### src/rtl/pla_sweep_ctrl.sv
// Sweeps a single-output combinational function over an inclusive input range,
// counting onset vectors and recording the lowest one.
module pla_sweep_ctrl #(
    parameter int IN_W  = 16,
    parameter int CNT_W = IN_W + 1,
    parameter int LAT   = 0
) (
    input  logic             clk,
    input  logic             rst,
    input  logic             req_valid,
    output logic             req_ready,
    input  logic [IN_W-1:0]  req_start,
    input  logic [IN_W-1:0]  req_end,
    output logic [IN_W-1:0]  func_x,
    output logic             func_x_valid,
    input  logic             func_y,
    output logic             res_valid,
    input  logic             res_ready,
    output logic [CNT_W-1:0] res_count,
    output logic             res_hit,
    output logic [IN_W-1:0]  res_first,
    output logic             busy
);

    typedef enum logic [1:0] {IDLE, SWEEP, DRAIN, DONE} state_t;

    localparam int DW = (LAT > 1) ? $clog2(LAT) : 1;

    state_t            state, state_nxt;
    logic [DW-1:0]     drain_cnt;
    logic [IN_W-1:0]   end_q;
    logic [CNT_W-1:0]  cnt_q;
    logic              hit_q;
    logic [IN_W-1:0]   first_q;
    logic              accept;
    logic              last_vec;
    logic              smp_vld;
    logic [IN_W-1:0]   smp_x;

    assign accept   = req_valid & req_ready;
    // Termination is decided before incrementing so end=all-ones never wraps.
    assign last_vec = (func_x == end_q);

    always_ff @(posedge clk) begin
        if (rst) state <= IDLE;
        else     state <= state_nxt;
    end

    always_comb begin
        state_nxt = state;
        case (state)
            IDLE:    if (accept) state_nxt = (req_start <= req_end) ? SWEEP : DONE;
            SWEEP:   if (last_vec) state_nxt = (LAT > 0) ? DRAIN : DONE;
            DRAIN:   if (drain_cnt == '0) state_nxt = DONE;
            DONE:    if (res_ready) state_nxt = IDLE;
            default: state_nxt = IDLE;
        endcase
    end

    always_comb begin
        req_ready    = (state == IDLE);
        func_x_valid = (state == SWEEP);
        res_valid    = (state == DONE);
        busy         = (state != IDLE);
    end

    // Tags travel alongside the function latency so each func_y lines up with its vector.
    generate
        if (LAT == 0) begin : g_nolat
            assign smp_vld = func_x_valid;
            assign smp_x   = func_x;
        end else begin : g_lat
            logic [LAT-1:0]  tag_vld_p;
            logic [IN_W-1:0] tag_x_p [LAT];

            always_ff @(posedge clk) begin
                if (rst) begin
                    tag_vld_p <= '0;
                end else begin
                    tag_vld_p[0] <= func_x_valid;
                    for (int i = 1; i < LAT; i++) tag_vld_p[i] <= tag_vld_p[i-1];
                end
            end

            always_ff @(posedge clk) begin
                tag_x_p[0] <= func_x;
                for (int i = 1; i < LAT; i++) tag_x_p[i] <= tag_x_p[i-1];
            end

            assign smp_vld = tag_vld_p[LAT-1];
            assign smp_x   = tag_x_p[LAT-1];
        end
    endgenerate

    always_ff @(posedge clk) begin
        if (rst) begin
            func_x    <= '0;
            end_q     <= '0;
            cnt_q     <= '0;
            hit_q     <= 1'b0;
            first_q   <= '0;
            drain_cnt <= '0;
        end else begin
            if (state == IDLE && accept) begin
                end_q   <= req_end;
                cnt_q   <= '0;
                hit_q   <= 1'b0;
                first_q <= '0;
                if (req_start <= req_end) func_x <= req_start;
            end else begin
                if (state == SWEEP && !last_vec) func_x <= func_x + 1'b1;
                if (smp_vld && func_y) begin
                    cnt_q <= cnt_q + 1'b1;
                    if (!hit_q) begin
                        hit_q   <= 1'b1;
                        first_q <= smp_x;
                    end
                end
            end
            if (state == SWEEP)
                drain_cnt <= DW'(LAT - 1);
            else if (state == DRAIN && drain_cnt != '0)
                drain_cnt <= drain_cnt - 1'b1;
        end
    end

    assign res_count = cnt_q;
    assign res_hit   = hit_q;
    assign res_first = first_q;

endmodule

### config.mk
export PLATFORM = sky130hd
export DESIGN_NAME = pla_sweep_ctrl
export DESIGN_NICKNAME = d
export VERILOG_FILES = /design/src/rtl/pla_sweep_ctrl.sv
export SDC_FILE = /design/constraint.sdc
export NUM_CORES = 1
export LEC_CHECK = 0
export BUFFER_PORTS_ARGS = -buffer_cell sky130_fd_sc_hd__buf_2
export CAP_MARGIN = 20
export CORE_MARGIN = 1.5
export CORE_UTILIZATION = 55
export DETAILED_ROUTE_END_ITERATION = 8
export PLACE_DENSITY = 0.82
export SLEW_MARGIN = 20
export SYNTH_ARGS = -nofsm -noshare
export SYNTH_HDL_FRONTEND = slang
export SYNTH_SLANG_ARGS = --single-unit
export TNS_END_PERCENT = 1
### constraint.sdc
create_clock -name clk -period 3.55 [get_ports clk]
set_clock_uncertainty 0.15 [all_clocks]
set_input_delay 0.1775 -clock clk [delete_from_list [all_inputs] [get_ports clk]]
set_output_delay 0.1775 -clock clk [all_outputs]
set_load 0.005 [all_outputs]
# Yosys cells after proc, flatten, opt, wreduce, memory -nomap -nowiden
# Cells that the tools add are included.
word_totals:
  output_inout_bits: 54
  n_memories: 0
  ff_bits: 69
  mem_bits_ro: 0
  ram_bits: 0
  latchBits: 0
  in_bits: 37
  elab_cells: 46
op_classes:
  n_addsub: 3
  shifts: 0
  n_reduce_logical: 13
  eq_ne: 9
  n_lt_le_gt_ge: 1
  n_bitwise: 2
  n_mul: 0
  mux: 11
  div: 0
ops:
  columns: ["op", "n"]
  rows:
  - ["two-way mux 16 bit", 3]
  - ["adder 17 x 1 -> 17 bit, second input constant", 1]
  - ["adder 16 x 1 -> 16 bit, second input constant", 1]
  - ["== test 16 bit", 1]
  - ["<= comparator 16 bit", 1]
  - ["two-way mux 2 bit", 5]
  - ["one-hot mux 2 bit (4 select lines)", 1]
  - ["inequality test 2 x 1 -> 1 bit, second input constant", 3]
  - ["nonzero test 2 bit", 3]
  - ["== test 2 bit, second input constant", 2]
  - ["logical AND 1 bit", 4]
  - ["inequality test 2 bit, second input constant", 2]
  - ["AND reduction 2 bit", 2]
  - ["AND reduction 4 bit", 1]
  - ["== test 2 x 1 -> 1 bit, second input constant", 1]
  - ["logical NOT 2 bit", 1]
  - ["two-way mux 1 bit", 2]
  - ["OR reduction 2 bit", 1]
  - ["bitwise AND 1 bit", 1]
  - ["logical NOT 1 bit", 1]
  - ["NOT 1 bit", 1]
  - ["subtractor 1 bit, second input constant", 1]

# Logic depth before layout (Yosys ltp)
depth:
  depth_word: 5
  mapped_depth: 11
  depth_no_buf: 9

# Worst setup path before layout
# OpenSTA, ideal clock, no wires.
synth_path:
  path_type: "reg2reg"
  startpoint: "register state[1]"
  endpoint: "register cnt_q[15], in the netlist res_count[15]"
  path_buffers: 2
  setup_time_ns: 0.128
  synth_period_minus_slack_ns: 2.174
  t_required_ns: 3.272
  t_arrival_ns: 1.897
  path_slack_ns: 1.376
  stages_incl_launch_ff: 12
  path_cell_list: "dfxtp_1 -> inv_1 -> ha_1 -> buf_2 -> and2_1 -> clkbuf_1 -> and4_1 -> nand2_1 -> nor2_1 -> nand3_1 -> xor2_1 -> nor2_1"
synth_via:
  elab_cells_between_ends: 6
  cone_classes: "1 x eq/ne; 1 x bitwise; 4 x reduce/logical"
synth_rtl:
  columns: ["element", "line", "rtl"]
  rows:
  - ["from (decl)", "29", "state_t state, state_nxt;"]
  - ["from (signal assigned)", "46", "else state <= state_nxt;"]
  - ["== test 2 x 1 -> 1 bit", "62", "func_x_valid = (state == SWEEP);"]
  - ["net func_x_valid", "15", "output logic func_x_valid,"]
  - ["logical AND 1 bit", "112", "if (smp_vld && func_y) begin"]
  - ["to (signal assigned)", "113", "cnt_q <= cnt_q + 1'b1;"]
  - ["to (decl)", "32", "logic [CNT_W-1:0] cnt_q;"]
# The timed path passes the listed nets, and every way through them passes these cells.
# A chain may end at the register's enable or synchronous reset.

# Worst setup path in the final report
layout_path:
  startpoint: "input port req_end[13]"
  endpoint: "register func_x[1]"
layout_via:
  elab_chain_cells: 3
layout_lines:
  columns: ["element", "line", "rtl"]
  rows:
  - ["from (decl)", "13", "input logic [IN_W-1:0] req_end,"]
  - ["<= comparator 16 bit", "109", "if (req_start <= req_end) func_x <= req_start;"]
  - ["inequality test 2 x 1 -> 1 bit (no line)", null, null]
  - ["AND reduction 2 bit (no line)", null, null]
  - ["to (signal assigned)", "109", null]
  - ["to (signal assigned)", "111", "if (state == SWEEP && !last_vec) func_x <= func_x + 1'b1;"]
  - ["to (decl)", "14", "output logic [IN_W-1:0] func_x,"]
# No other way between the ends.

==> flow_metrics.tcl <==
set metrics [dict create \
    cts_buffers 9 \
    synth-async-reset-ratio 0 \
    max_freq_mhz 342 \
    place_congestion 0.912 \
    seq_area_um2 1380 \
    drc 6 \
    holdCritPathClass "in -> reg" \
    die_h_um 84.9 \
    worstSetupStartpointType "input pin" \
    n_fill_cell 516 \
    p_per_area_nw_per_um2 532 \
    crit_chain "dlygate4sd3_1 > buf_2 > inv_1 > ha_1 > nand4_1 > nor4_1 > o21ai_1 > and4_4 > o21ai_4 > nor2_1 > a2111oi_1" \
    wl_per_cell_um 15.2 \
    final_layout_size_suffix_gt1_frac 0.211 \
    grt_max_degree 40 \
    routed_wirelength_mm 9.88 \
    cts_setup_buffers 0 \
    cts_tree "yes" \
    dr_total_vias 3722 \
    pin_count 91 \
    nets 629 \
    dpl.hpwl_mm 6.67 \
    viasPerCell 5.73 \
    max-slew-margin-rel 0.349 \
    core-area_um2 6420 \
    max_cap_violations 0 \
    max_slew.worst_pin.slew_ns 0.972 \
    syn_area_um2 3680 \
    cts-root-buf "clkbuf_8" \
    io_buffers 90 \
    cts_sinks 69 \
    vdd_drop_max_v 0.000374 \
    cts_resized 0 \
    synth_edf_count 0 \
    crit_type "in -> reg" \
    slowest_delay_ns 0.56 \
    hold_viol 0 \
    critical_path.max_fanout 16 \
    clkTransAtPathRegs_ns 0.07 \
    critPathTopFamily "compound AO/OA/AOI/OAI gates" \
    yosysWarnings 0 \
    tns_ns 0 \
    fp.dieArea_um2 7200 \
    drt.antenna.violating_nets 0 \
    area_growth_pct 24.9 \
    crit_slowest_cell "dlygate4sd3_1" \
    grt-ovfl-total 0 \
    drv_slew 0 \
    std_cell_rows 29 \
    diodes 0 \
    synth_cell_types 52 \
    synth-seq-cells 69 \
    cts_max_level 3 \
    crit_arrival_ns 3.01 \
    seq_area_frac_synth 0.375 \
    grt_pass1_wl_mm 16.3 \
    cp.required_ns 3.63 \
    die_x_um 84.9 \
    p_leak_nw 2.12 \
    multiInputGateArea_um2 2090 \
    final.min_clock_period_ns 2.93 \
    grt_pass1_vias 3531 \
    clock_latency_ns 0.35 \
    status "finished, violations left" \
    end_kind "flip-flop" \
    syn_nets 523 \
    dr.pass1.iters 8 \
    whs_ns 0.0135 \
    cp_num_buf_inv 3 \
    power_mw 2.45 \
    post-route-period-util 0.824 \
    clock_path_buffers 2 \
    grtUsageTotal 0.285 \
    finalSetupViolations 0 \
    drt_iter0_drc 206 \
    synth_ff_type "dfxtp_1" \
    violations "design-rule violations" \
    initial_utilization 0.574 \
    grt_setup_unrepaired "false" \
    place_ws_ns 0.903 \
    synth_cells 462 \
    antenna_found_initial 0 \
    syn_avg_cell_area_um2 7.98 \
    finalWorstSetupSlack_ns 0.623 \
]
Yosys cell counts (3+ instances only):
| cell | n | area share |
|---|---|---|
| o22ai_1 | 3 | 0.0051 |
| nand2b_1 | 3 | 0.0051 |
| dfxtp_1 | 69 | 0.37 |
| or3_1 | 4 | 0.0068 |
| a2111oi_1 | 3 | 0.0081 |
| xor2_1 | 25 | 0.059 |
| nor2_1 | 35 | 0.036 |
| and3_1 | 5 | 0.0085 |
| a211oi_1 | 3 | 0.0061 |
| buf_2 | 4 | 0.0054 |
| o21ai_0 | 8 | 0.011 |
| xnor2_1 | 6 | 0.014 |
| nand2_1 | 93 | 0.095 |
| clkbuf_1 | 17 | 0.017 |
| inv_1 | 26 | 0.026 |
| a31oi_1 | 4 | 0.0068 |
| o21ai_1 | 3 | 0.0041 |
| nor3_1 | 8 | 0.011 |
| ha_1 | 24 | 0.081 |
| nand3_1 | 8 | 0.011 |
| nor4_2 | 4 | 0.014 |
| a21oi_1 | 52 | 0.071 |
| and2_1 | 8 | 0.014 |
| nand4_1 | 10 | 0.017 |
where the power goes:
| part | internal, mW | switching, mW | total, mW |
|---|---|---|---|
| sequential | 0.867 | 0.131 | 0.998 |
| clock | 0.341 | 0.305 | 0.646 |
| combinational | 0.333 | 0.471 | 0.804 |
| total | 1.54 | 0.906 | 2.45 |
layout by cell type, fill, tap and decap left out, types with 3 or more instances in the layout:
cell type and count:
and3_1 5, buf_2 90, nand4_1 10, nand2b_1 3
nand2_1 93, xnor2_1 6, a211oi_1 3, a31oi_1 4
o21ai_1 3, inv_1 26, clkbuf_8 10, and2_1 8
or3_1 4, buf_4 4, nor3_1 8, nor4_2 4
o21ai_0 8, a2111oi_1 3, dfxtp_1 69, a21oi_1 52
nor2_1 35, ha_1 24, o22ai_1 3, xor2_1 25
nand3_1 8, clkinvlp_4 3, dlygate4sd3_1 25
per-layer routing:
metal,routed length (um),global-route usage,vias up
met4,264,0.139,0
met2,4760,0.478,176
met3,800,0.0564,29
li1,-,-,1788
met1,4050,0.352,1729
met5,0,0,-
worst reg2reg max path, cell delays in order, from the launching register on:
cell     delay, ns
dfxtp_1       0.53
xor2_1        0.13
nor4_2        0.36
nand4_2       0.28
nor2b_4       0.26
and2_4        0.18
a211o_1       0.29
o22ai_1       0.16
layout make-up:
cell class                      count  share of cell area
Multi-Input combinational cell    342               0.455
Sequential cell                    69               0.300
Timing Repair Buffer              119               0.159
Clock buffer                       10              0.0299
Inverter                           27              0.0220
Tap cell                           77              0.0209
Clock inverter                      6              0.0136
final timing paths:
path | from | end | slack (ns) | depth (start not counted)
worst max register to register | func_x[7] | func_x[11] | 1.13 | 7
worst min-delay path | req_start[0] | func_x[0] | 0.01 | 3
worst min register to register | res_first[6] | res_first[6] | 0.30 | 2
worst max-delay path | req_end[13] | func_x[1] | 0.62 | 11
repair_timing:
action | 4_1_cts | 5_1_grt
setup endpoints to repair | 0 | 0
hold buffers | 25 | 0
hold endpoints to repair | 25 | 0
cells by family (layout without fill, tap and decap cells):
logic type,after synthesis,count (layout),synth area share
buffers and inverters,51,162,0.0574
and+or+nand+nor,188,188,0.241
adders and majority gates,24,24,0.0815
AOI/OAI and AO/OA,97,97,0.166
muxes,2,2,0.00543
xor gates and xnor gates,31,31,0.0737
DFF,69,69,0.375
registers in the layout, indices dropped and copies added, names as in the netlist:
signal     count
drain_cnt      1
res_hit        1
end_q         16
state          2
func_x        16
res_count     17
res_first     16
stage by stage:
stage          instance area, um2  cells  utilization
2_1_floorplan                3680    462            -
3_3_place_gp                 4150    609        0.646
3_5_place_dp                 4150    609        0.646
4_1_cts                      4600    650        0.717
5_1_grt                      4600    650        0.717
6_report                     4600    650        0.717
(Power assumes the default switching activity.)
